[config.mk]
export PLATFORM = sky130hd
export DESIGN_NAME = result_collector_flat
export DESIGN_NICKNAME = d
export VERILOG_FILES = /design/src/rtl/result_collector_if.sv /design/src/rtl/result_collector.sv /design/src/flat_wrapper.sv
export SDC_FILE = /design/constraint.sdc
export NUM_CORES = 1
export LEC_CHECK = 0
export ABC_CLOCK_PERIOD_IN_PS = 5280
export CAP_MARGIN = 25
export CORE_ASPECT_RATIO = 0.8
export CORE_MARGIN = 4
export CORE_UTILIZATION = 35
export DETAILED_ROUTE_END_ITERATION = 16
export SYNTH_ARGS = -nofsm -noshare
export SYNTH_HDL_FRONTEND = slang
export SYNTH_SLANG_ARGS = --single-unit
[constraint.sdc]
create_clock -name clk -period 5.28 [get_ports clk]
set_clock_uncertainty 0.05 [all_clocks]
set_input_delay 1.056 -clock clk [delete_from_list [all_inputs] [get_ports clk]]
set_output_delay 1.056 -clock clk [all_outputs]
set_load 0.02 [all_outputs]
[src/rtl/result_collector_if.sv]
// Bundle between the dispatcher diagonal lanes, the collector and the downstream row consumer.
// master is the environment side; slave is the collector.
interface result_collector_if;
    logic [31:0]  d1;
    logic [31:0]  d2;
    logic [31:0]  d3;
    logic [31:0]  d4;
    logic [5:0]   count;
    logic         shouldAdd;
    logic         out_valid;
    logic         out_ready;
    logic [1:0]   out_row;
    logic [127:0] out_data;
    logic         done;
    logic         overrun;

    modport master (
        output d1, d2, d3, d4, count, shouldAdd, out_ready,
        input  out_valid, out_row, out_data, done, overrun
    );

    modport slave (
        input  d1, d2, d3, d4, count, shouldAdd, out_ready,
        output out_valid, out_row, out_data, done, overrun
    );
endinterface

[src/rtl/result_collector.sv]
// Reassembles a 4x4 matrix from four skewed diagonal lanes over seven steps,
// then drains it row by row over a valid/ready handshake.
module result_collector (
    input logic               clk,
    input logic               rst,
    result_collector_if.slave bus
);
    localparam int unsigned LAST_STEP = 6;
    localparam int unsigned LANES     = 4;

    typedef enum logic [1:0] {IDLE, CAPTURE, DRAIN} state_t;

    state_t       state;
    logic [2:0]   step;
    logic [1:0]   ptr;
    logic [31:0]  m [4][4];
    logic         row_valid;
    logic [1:0]   row_idx;
    logic [127:0] row_data;
    logic         done_pulse;
    logic         overrun_flag;

    logic         trigger_c;
    logic         capture_c;
    logic [31:0]  lane_c [LANES];

    always_comb begin
        trigger_c = (bus.shouldAdd && (bus.count == 6'd6)) ||
                    (!bus.shouldAdd && (bus.count == 6'd7));
        capture_c = ((state == IDLE) && trigger_c) || (state == CAPTURE);
        lane_c[0] = bus.d1;
        lane_c[1] = bus.d2;
        lane_c[2] = bus.d3;
        lane_c[3] = bus.d4;
    end

    always_ff @(posedge clk) begin
        if (rst) begin
            state        <= IDLE;
            step         <= 3'd0;
            ptr          <= 2'd0;
            row_valid    <= 1'b0;
            row_idx      <= 2'd0;
            row_data     <= 128'd0;
            done_pulse   <= 1'b0;
            overrun_flag <= 1'b0;
            for (int r = 0; r < 4; r++) begin
                for (int c = 0; c < 4; c++) begin
                    m[2'(r)][2'(c)] <= 32'd0;
                end
            end
        end else begin
            done_pulse <= 1'b0;

            // Lane i (0-based) carries the diagonal stripe starting at row i; it is live for steps i..6-i.
            for (int i = 0; i < int'(LANES); i++) begin
                if (capture_c && (int'(step) >= i) && (int'(step) <= 6 - i)) begin
                    if (step <= 3'd3) begin
                        m[2'(i)][2'(int'(step) - i)] <= lane_c[i];
                    end else begin
                        m[2'(i + int'(step) - 3)][2'(3 - i)] <= lane_c[i];
                    end
                end
            end

            case (state)
                IDLE: begin
                    if (trigger_c) begin
                        step  <= 3'd1;
                        state <= CAPTURE;
                    end
                end
                CAPTURE: begin
                    if (trigger_c) begin
                        overrun_flag <= 1'b1;
                    end
                    if (step == 3'(LAST_STEP)) begin
                        // Row 0 is complete by step 3, so it can be loaded alongside the final write.
                        step      <= 3'd0;
                        ptr       <= 2'd0;
                        state     <= DRAIN;
                        row_valid <= 1'b1;
                        row_idx   <= 2'd0;
                        row_data  <= {m[0][0], m[0][1], m[0][2], m[0][3]};
                    end else begin
                        step <= step + 3'd1;
                    end
                end
                DRAIN: begin
                    if (trigger_c) begin
                        overrun_flag <= 1'b1;
                    end
                    if (bus.out_ready) begin
                        if (ptr == 2'd3) begin
                            state      <= IDLE;
                            ptr        <= 2'd0;
                            row_valid  <= 1'b0;
                            done_pulse <= 1'b1;
                        end else begin
                            ptr      <= ptr + 2'd1;
                            row_idx  <= ptr + 2'd1;
                            row_data <= {m[ptr + 2'd1][0], m[ptr + 2'd1][1],
                                         m[ptr + 2'd1][2], m[ptr + 2'd1][3]};
                        end
                    end
                end
                default: state <= IDLE;
            endcase
        end
    end

    assign bus.out_valid = row_valid;
    assign bus.out_row   = row_idx;
    assign bus.out_data  = row_data;
    assign bus.done      = done_pulse;
    assign bus.overrun   = overrun_flag;
endmodule

[src/flat_wrapper.sv]
// flat-port wrapper written by rule: the top's interface ports become plain ports
module result_collector_flat 
  (clk, rst, bus_d1, bus_d2, bus_d3, bus_d4, bus_count, bus_shouldAdd, bus_out_ready, bus_out_valid, bus_out_row, bus_out_data, bus_done, bus_overrun);
  result_collector_if bus_i ();
  input logic clk;
  input logic rst;
  input wire logic [$bits(bus_i.d1)-1:0] bus_d1;
  input wire logic [$bits(bus_i.d2)-1:0] bus_d2;
  input wire logic [$bits(bus_i.d3)-1:0] bus_d3;
  input wire logic [$bits(bus_i.d4)-1:0] bus_d4;
  input wire logic [$bits(bus_i.count)-1:0] bus_count;
  input wire logic [$bits(bus_i.shouldAdd)-1:0] bus_shouldAdd;
  input wire logic [$bits(bus_i.out_ready)-1:0] bus_out_ready;
  output wire logic [$bits(bus_i.out_valid)-1:0] bus_out_valid;
  output wire logic [$bits(bus_i.out_row)-1:0] bus_out_row;
  output wire logic [$bits(bus_i.out_data)-1:0] bus_out_data;
  output wire logic [$bits(bus_i.done)-1:0] bus_done;
  output wire logic [$bits(bus_i.overrun)-1:0] bus_overrun;
  assign bus_i.d1 = bus_d1;
  assign bus_i.d2 = bus_d2;
  assign bus_i.d3 = bus_d3;
  assign bus_i.d4 = bus_d4;
  assign bus_i.count = bus_count;
  assign bus_i.shouldAdd = bus_shouldAdd;
  assign bus_i.out_ready = bus_out_ready;
  assign bus_out_valid = bus_i.out_valid;
  assign bus_out_row = bus_i.out_row;
  assign bus_out_data = bus_i.out_data;
  assign bus_done = bus_i.done;
  assign bus_overrun = bus_i.overrun;
  result_collector u_core (.clk(clk), .rst(rst), .bus(bus_i));
endmodule
* After elaboration in Yosys (flattened, before gate mapping)
Memory sizes are Yosys's and may differ from the RTL's. Cells that the tools add are included.
Word-level totals: register bits 140, RAM bits 512, output and inout bits 133, word-level logic and storage cells 653, memories 1, input bits 138
Cells by class: order comparisons 16, equal/unequal tests 11, add/sub/neg operators 9, reductions and logical operators 30, bitwise logic cells 262, muxes and demuxes 316
Memory list:
- u_core.m | words 4, bits a word 128, rd ports 2, clocked after Yosys merged registers in 0, wr ports 4, line result_collector.sv:16 | logic [31:0] m [4][4];
Operators by type and width (count):
- $mux 128 | 11
- $mux 1 | 278
- $demux 32 s2 | 4
- $or 1x1->1 | 256
- $pmux 128 s2 | 1
- $reduce_or 128->1 | 2
- $mux 32 | 4
- $mux 2 | 11
- $logic_and 1x1->1 | 14
- $eq 6x3->1 const B | 2
- $ge 2x3->1 const B | 4
- $reduce_and 4->1 | 3
- $le 3x3->1 const B | 3
- $lt 2x1->1 const B | 4
- $not 2->2 | 4
- $pmux 2 s2 | 2
- $ge 3x2->1 const B | 2
- $le 3x2->1 const B | 2
- $mux 3 | 2
- $ne 2x2->1 const B | 3
- $pmux 2 s3 | 1
- $pmux 3 s2 | 1
- $sub 2x1->2 const B | 3
- $add 2x2->2 const A | 2
- 18 further kinds | 25

* Longest topological paths before layout
Gate-level depths: netlist of run 1.
depth after elaboration 13, mapped depth 10, depth with buffers taken out 7

* Worst setup path before layout of run 1
No wires, ideal clock.
kind input port to flip-flop, start input bus_count[5], end memory u_core.m[2][100] (netlist name) (enable), slack 0.187 ns, data required time 4.764 ns, buffers on the path 0, library setup time 0.466 ns, cell stages on the path 5, data arrival time 4.578 ns, cells stage by stage or3b_1 -> o41ai_4 -> o21a_1 -> nand2_1 -> o21ai_0
RTL lines:
- start, declared | line flat_wrapper.sv:11 | input wire logic [$bits(bus_i.count)-1:0] bus_count;
- end, declared | line result_collector.sv:16

* Worst setup path after layout of run 1
start register u_core.ptr[0], end register u_core.row_data[89] (netlist: u_core.bus.out_data[89])
On the way: longest elaborated chain between the ends 5, elaborated cells between the ends (all ways) 8, those cells by class add/sub: 1; eq/ne: 2; mux: 3; reduce/logical: 1; memory: 1
RTL lines:
- start, declared | line result_collector.sv:15 | logic [1:0] ptr;
- start signal, assigned | line result_collector.sv:100 | ptr <= ptr + 2'd1;
- $add 2x1->2 | line result_collector.sv:102 | row_data <= {m[ptr + 2'd1][0], m[ptr + 2'd1][1],
- $mem_v2 4x128
- $mux 128 | line result_collector.sv:94 | if (ptr == 2'd3) begin
- $mux 128 | line result_collector.sv:93 | if (bus.out_ready) begin
- $pmux 128 s2 | line result_collector.sv:66 | case (state)
- end signal, assigned | line result_collector.sv:84 | row_data <= {m[0][0], m[0][1], m[0][2], m[0][3]};
- end signal, assigned | line result_collector.sv:102
- end, declared | line result_collector.sv:19 | logic [127:0] row_data;
Parallel ways exist; a longest one is shown, timed or not. The select of a mux whose other input is x is not followed. A chain may end at the register's enable or synchronous reset.

==> results.cfg, run 1 <==
[run_status]
status = complete, no violations

[timing]
max_slew.worst_pin.slew_ps = 966
fmax_ghz = 0.270
tns_ps = 0
rsz0062_at_grt = false
period_minus_slack_ps = 3700
slew-limit-headroom = 0.356
postLayoutSetupSlackWorst_ps = 1580
setup-violations-final = 0
final_hold_viol_count = 0
finalCritPeriodShare = 0.700
drv_slew = 0

[setup_path]
regToRegSetupSlack_ps = 1580
critPathRequiredTime_ps = 5760
end_kind = flip-flop
regToRegEndpoint = u_core.bus.out_data[89]$_SDFFE_PP0P_
cp_max_fo = 45
worstSetupStartpointType = flip-flop
rr_worst_depth = 6
worstPathArrival_ps = 4180
critPathKind = reg -> reg
r2r_start = u_core.ptr[0]$_SDFFE_PP0P_

[routing]
finalWirelength_um = 84800
wl_per_cell_um = 26.2
first_iter_violations = 1760
remaining_drc_errors = 0
first_pass_iters = 6
ant_nets = 0
viasPerCell = 5.59
dr_total_vias = 18076

[floorplan]
die_x_um = 319
core.rowCount = 90
dieArea_um2 = 81900
initial_core_util = 0.356
chipHeight_um = 257
fp.coreArea_um2 = 76000
pin_count = 271

[pwr]
power_frac_comb = 0.178
switching_power_w = 0.00370
seqPwrFrac = 0.454
leakagePower_nw = 11.7
max-vdd-ir-drop_v = 0.000218
clock_power_share = 0.368
power.density_nw_per_um2 = 400
swShare = 0.278
internal_power_w = 0.00961

[placed_design]
gp_congestion = 0.789
dp_slack_ps = 1070
io_buffers = 270
dp_hpwl_um = 53500

[cts]
cts_buffer_depth = 3
root_buffer = clkbuf_16
h-tree-depth = 3
cts_tree = built
cts_resized = 0
hold_buffers = 0
cts_inserted_buffers = 69
cts_setup_buffers = 0
path_clk_slew_ps = 60
clk_latency_ps = 610
clock_sinks = 652

[global_route]
grt_pass1_wl_um = 123000
grt_max_degree = 112
antenna_found_initial = 4
grt_pass1_vias = 17943
grt-ovfl-total = 0
groute.usage.overall = 0.200

[final_layout]
layout_common_cells = 512 x edfxtp_1, 269 x clkdlybuf4s50_1, 193 x and2_1
area_growth_pct = 22.9
finalNetCount = 2316
drive_gt1_frac = 0.139
final_common_cell = edfxtp_1

[yosys]
synthFlopType = edfxtp_1
postSynthCellCount = 1954
synth_warnings = 0
synth-simple-area-share = 0.0814
synth-async-reset-ratio = 0
yosys.area_share.adder = 0.00647
syn-num-nets = 2106
synth_compound_area_frac = 0.157
syn_area_per_cell_um2 = 13.9
ys_seq_elements = 652
synth_top_family_by_area = compound AO/OA/AOI/OAI gates
synth-xor-area-share = 0.000323
synth_cell_types = 51
yosysSeqAreaShare = 0.671
muxShareOfSynthArea = 0.0544
syn_area_um2 = 27100
synth_edf_count = 512

[hold_path]
min_to = u_core.bus.out_data[74]$_SDFFE_PP0P_
min_path_type = reg -> reg
hp-start = u_core.bus.out_data[74]$_SDFFE_PP0P_
min_delay_path_depth = 2

[run]
maxCapViolations = 0
[synthesized netlist by cell type (all sizes together), types with 2 or more instances]
cell type / count / area share
and3: 32 / 0.0074
or3: 3 / 0.00069
nor3: 7 / 0.0013
o21ai: 13 / 0.0025
mux2i: 2 / 0.00074
clkbuf: 137 / 0.020
o31ai: 2 / 0.00055
nand3: 5 / 0.00092
a22o: 96 / 0.031
and2: 197 / 0.046
nand2b: 4 / 0.00092
a21oi: 136 / 0.025
buf: 38 / 0.0079
o21a: 3 / 0.00083
a21boi: 32 / 0.0089
nor3b: 2 / 0.00055
mux2: 129 / 0.054
nand2: 146 / 0.020
a21o: 3 / 0.00083
dfxtp: 140 / 0.10
inv: 9 / 0.0012
a2bb2oi: 2 / 0.00065
ha: 14 / 0.0065
o22a: 127 / 0.041
nor2: 18 / 0.0025
o221ai: 127 / 0.041
edfxtp: 512 / 0.57
[cell type report]
class	instances	area, um2
clock buffers	100	1940
inverters	10	40.0
repair buffers	314	3250
clock inverters	27	324
diodes	2	5.00
well taps	1012	1270
multi-input cells	1117	8290
fillers	6799	42700
flip-flops and latches	652	18200
[critical path, stage by stage, from the launching register on]
cell and delay (ps):
dfxtp_4 740, ha_4 670, inv_1 210, a21oi_4 720
buf_4 560, o221ai_1 370, a21oi_1 250
[per-stage QoR]
step	instance area [um2]	hold slack (ps)	total power, W	instances	utilization
after floorplan	27100	410	0.00733	1954	-
after global placement	31000	393	0.00848	3104	0.408
after detailed placement	31000	394	0.00852	3104	0.408
after CTS	33300	400	0.0134	3231	0.438
after global routing	33300	422	0.0138	3233	0.438
final	33300	399	0.0133	3234	0.438
[worst max path at each step]
stage | cells past startpoint | to | from
after detailed placement | 7 | u_core.m[2][126]$_DFFE_PP_ | bus_count[1]
after floorplan | 5 | u_core.m[2][100]$_DFFE_PP_ | bus_count[5]
after global placement | 7 | u_core.m[2][126]$_DFFE_PP_ | bus_count[1]
final | 6 | u_core.bus.out_data[89]$_SDFFE_PP0P_ | u_core.ptr[0]$_SDFFE_PP0P_
after CTS | 6 | u_core.bus.out_data[121]$_SDFFE_PP0P_ | u_core.ptr[0]$_SDFFE_PP0P_
after global routing | 7 | u_core.m[2][94]$_DFFE_PP_ | u_core.step[1]$_SDFFE_PP0P_
[metal layers]
layer	routed length, um	part of all wire	global-route usage
met4	1770	0.021	0.0509
met2	39000	0.46	0.314
met5	24	0.00028	0
met1	37400	0.44	0.287
met3	6590	0.078	0.0376
[cell families (layout without fill, tap and decap cells)]
group	Yosys count	count (layout)
flip-flops	652	652
XOR/XNOR	1	1
other	0	2
AO/OA/AOI/OAI	552	552
AND/OR/NAND/NOR	419	419
buffers and inverters	185	451
multiplexers	131	131
adder cells (fa/ha/maj)	14	14
[sequential cells by signal, indices dropped and copies added (netlist names)]
name and count:
u_core.ptr 2, u_core.bus.done 1, u_core.m 512, u_core.state 2, u_core.bus.overrun 1, u_core.bus.out_valid 1, u_core.bus.out_row 2, u_core.step 3
u_core.bus.out_data 128
[power by group through the flow]
stage | clock network, W | logic, W | registers (W)
6_report | 0.00489 | 0.00237 | 0.00604
5_1_grt | 0.00520 | 0.00253 | 0.00608
4_1_cts | 0.00499 | 0.00238 | 0.00605
3_5_place_dp | 0 | 0.00237 | 0.00615
3_3_place_gp | 0 | 0.00234 | 0.00614
2_1_floorplan | 0 | 0.000951 | 0.00638
Power figures use the tool's default switching activity.
==> inputs of run 2 (changes only) <==
- ABC_CLOCK_PERIOD_IN_PS: 5280 -> 3510
- clock period: 5.28 -> 3.51 ns (I/O delays scaled with it)
==> results.cfg, run 2 (synthesis gave the netlist of run 1 again) <==
[run_status]
status = complete, no violations

[pwr]
internal_power_w = 0.0145
max-vdd-ir-drop_v = 0.000479
power.density_nw_per_um2 = 596
swShare = 0.284
leakagePower_nw = 12.1
clock_power_share = 0.370
switching_power_w = 0.00575
seqPwrFrac = 0.448
power_frac_comb = 0.183

[cts]
root_buffer = clkbuf_16
clock_sinks = 652
cts_setup_buffers = 0
clk_latency_ps = 640
cts_buffer_depth = 3
cts_inserted_buffers = 70
h-tree-depth = 3
cts_resized = 0
hold_buffers = 0
path_clk_slew_ps = 60
cts_tree = built

[setup_path]
worstSetupStartpointType = flip-flop
cp_common_cell = buf_12
critPathRequiredTime_ps = 3820
cp_slowest_cell = a222oi_1
worstPathArrival_ps = 3610
cp_cell_sequence = inv_1 -> ha_1 -> o21ai_0 -> nand2_1 -> a222oi_1 -> o21ai_4 -> buf_12 -> buf_12 -> a22o_1
regToRegSetupSlack_ps = 220
end_kind = flip-flop
critical-path-max-stage-delay_ps = 630
critPathKind = reg -> reg
cp_max_fo = 44

[routing]
ant_nets = 0
first_pass_iters = 5
first_iter_violations = 1983
remaining_drc_errors = 0
dr_total_vias = 18508
viasPerCell = 5.65
finalWirelength_um = 86400
wl_per_cell_um = 26.4

[final_layout]
finalNetCount = 2358
final_common_cell = edfxtp_1
max_flop_register = u_core.m
drive_gt1_frac = 0.159
area_growth_pct = 25.7
layout_common_cells = 512 x edfxtp_1, 269 x clkdlybuf4s50_1, 193 x and2_1
fin_util = 0.448
largest_reg_flops = 512

[global_route]
grt-ovfl-total = 0
groute.usage.overall = 0.203
grt_max_degree = 135
grt_pass1_wl_um = 125000
grt_pass1_vias = 18424
antenna_found_initial = 5

[run]
maxCapViolations = 0

[floorplan]
core.rowCount = 90
fp.coreArea_um2 = 76000
initial_core_util = 0.356
pin_count = 271
die_x_um = 319
dieArea_um2 = 81900
chipHeight_um = 257

[timing]
setup-violations-final = 0
finalCritPeriodShare = 0.938
tns_ps = 0
fmax_ghz = 0.304
rsz0062_at_grt = false
slew-limit-headroom = 0.320
period_minus_slack_ps = 3290
drv_slew = 0
final_hold_viol_count = 0
max_slew.worst_pin.slew_ps = 1020

[placed_design]
dp_hpwl_um = 55500
gp_congestion = 0.764
io_buffers = 270

[hold_path]
min_path_type = reg -> reg
==> run 2: changes by cell type in the layout (fill, tap and decap cells not counted), sizes merged <==
| cell | delta |
|---|---|
| buf | +41 |
| clkinv | +8 |
| clkbuf | -6 |
| bufinv | -2 |
| clkinvlp | +2 |
| diode | +1 |
==> run 2: metrics by stage <==
| stage | cell area (um2) | hold slack [ps] | instances | power [W] | setup WS, ps |
|---|---|---|---|---|---|
| 2_1_floorplan | 27100 | 410 | 1954 | 0.0110 | -363 |
| 3_3_place_gp | 31700 | 393 | 3146 | 0.0129 | 2.40 |
| 3_5_place_dp | 31700 | 395 | 3146 | 0.0130 | 15.8 |
| 4_1_cts | 34000 | 403 | 3275 | 0.0204 | 335 |
| 5_1_grt | 34000 | 416 | 3276 | 0.0210 | 58.6 |
| 6_report | 34000 | 400 | 3278 | 0.0203 | 217 |
==> run 2: layer usage <==
metal / track usage / vias to the layer above / share of wire
met5: 0 / - / 0.00015
met4: 0.0532 / 2 / 0.023
met3: 0.0453 / 118 / 0.086
met2: 0.317 / 873 / 0.46
met1: 0.287 / 9431 / 0.43
li1: - / 8084 / -
==> run 2: path summary, 6_finish.rpt <==
kind,cells past startpoint,endpoint,from
worst max register to register,9,u_core.m[3][75]$_DFFE_PP_,u_core.step[0]$_SDFFE_PP0P_
worst min register to register,2,u_core.bus.out_data[65]$_SDFFE_PP0P_,u_core.bus.out_data[65]$_SDFFE_PP0P_
worst max-delay path,9,u_core.m[3][75]$_DFFE_PP_,u_core.step[0]$_SDFFE_PP0P_
worst min-delay path,2,u_core.bus.out_data[65]$_SDFFE_PP0P_,u_core.bus.out_data[65]$_SDFFE_PP0P_
==> run 2: layout make-up <==
class,count,area (um2)
Inverter,10,40.0
Tap cell,1012,1270
Fill cell,6786,42000
Clock inverter,35,383
Timing Repair Buffer,355,3880
Multi-Input combinational cell,1117,8300
Sequential cell,652,18200
Antenna cell,3,7.51
Clock buffer,94,1980
==> run 2: worst max-delay path, delay by kind of cell (launching register included) <==
kind,cells,cell delay [ps]
compound gates,4,1200
fa+ha+maj,1,500
buf+inv,3,620
flops,1,530
simple gates,1,80
==> run 2: power by group through the flow <==
stage               logic (W)  clock network [W]  registers [W]
global route          0.00393            0.00796        0.00914
floorplan             0.00145                  0        0.00959
detailed placement    0.00371                  0        0.00924
finish                0.00370            0.00750        0.00909
CTS                   0.00372            0.00762        0.00909
global placement      0.00366                  0        0.00923
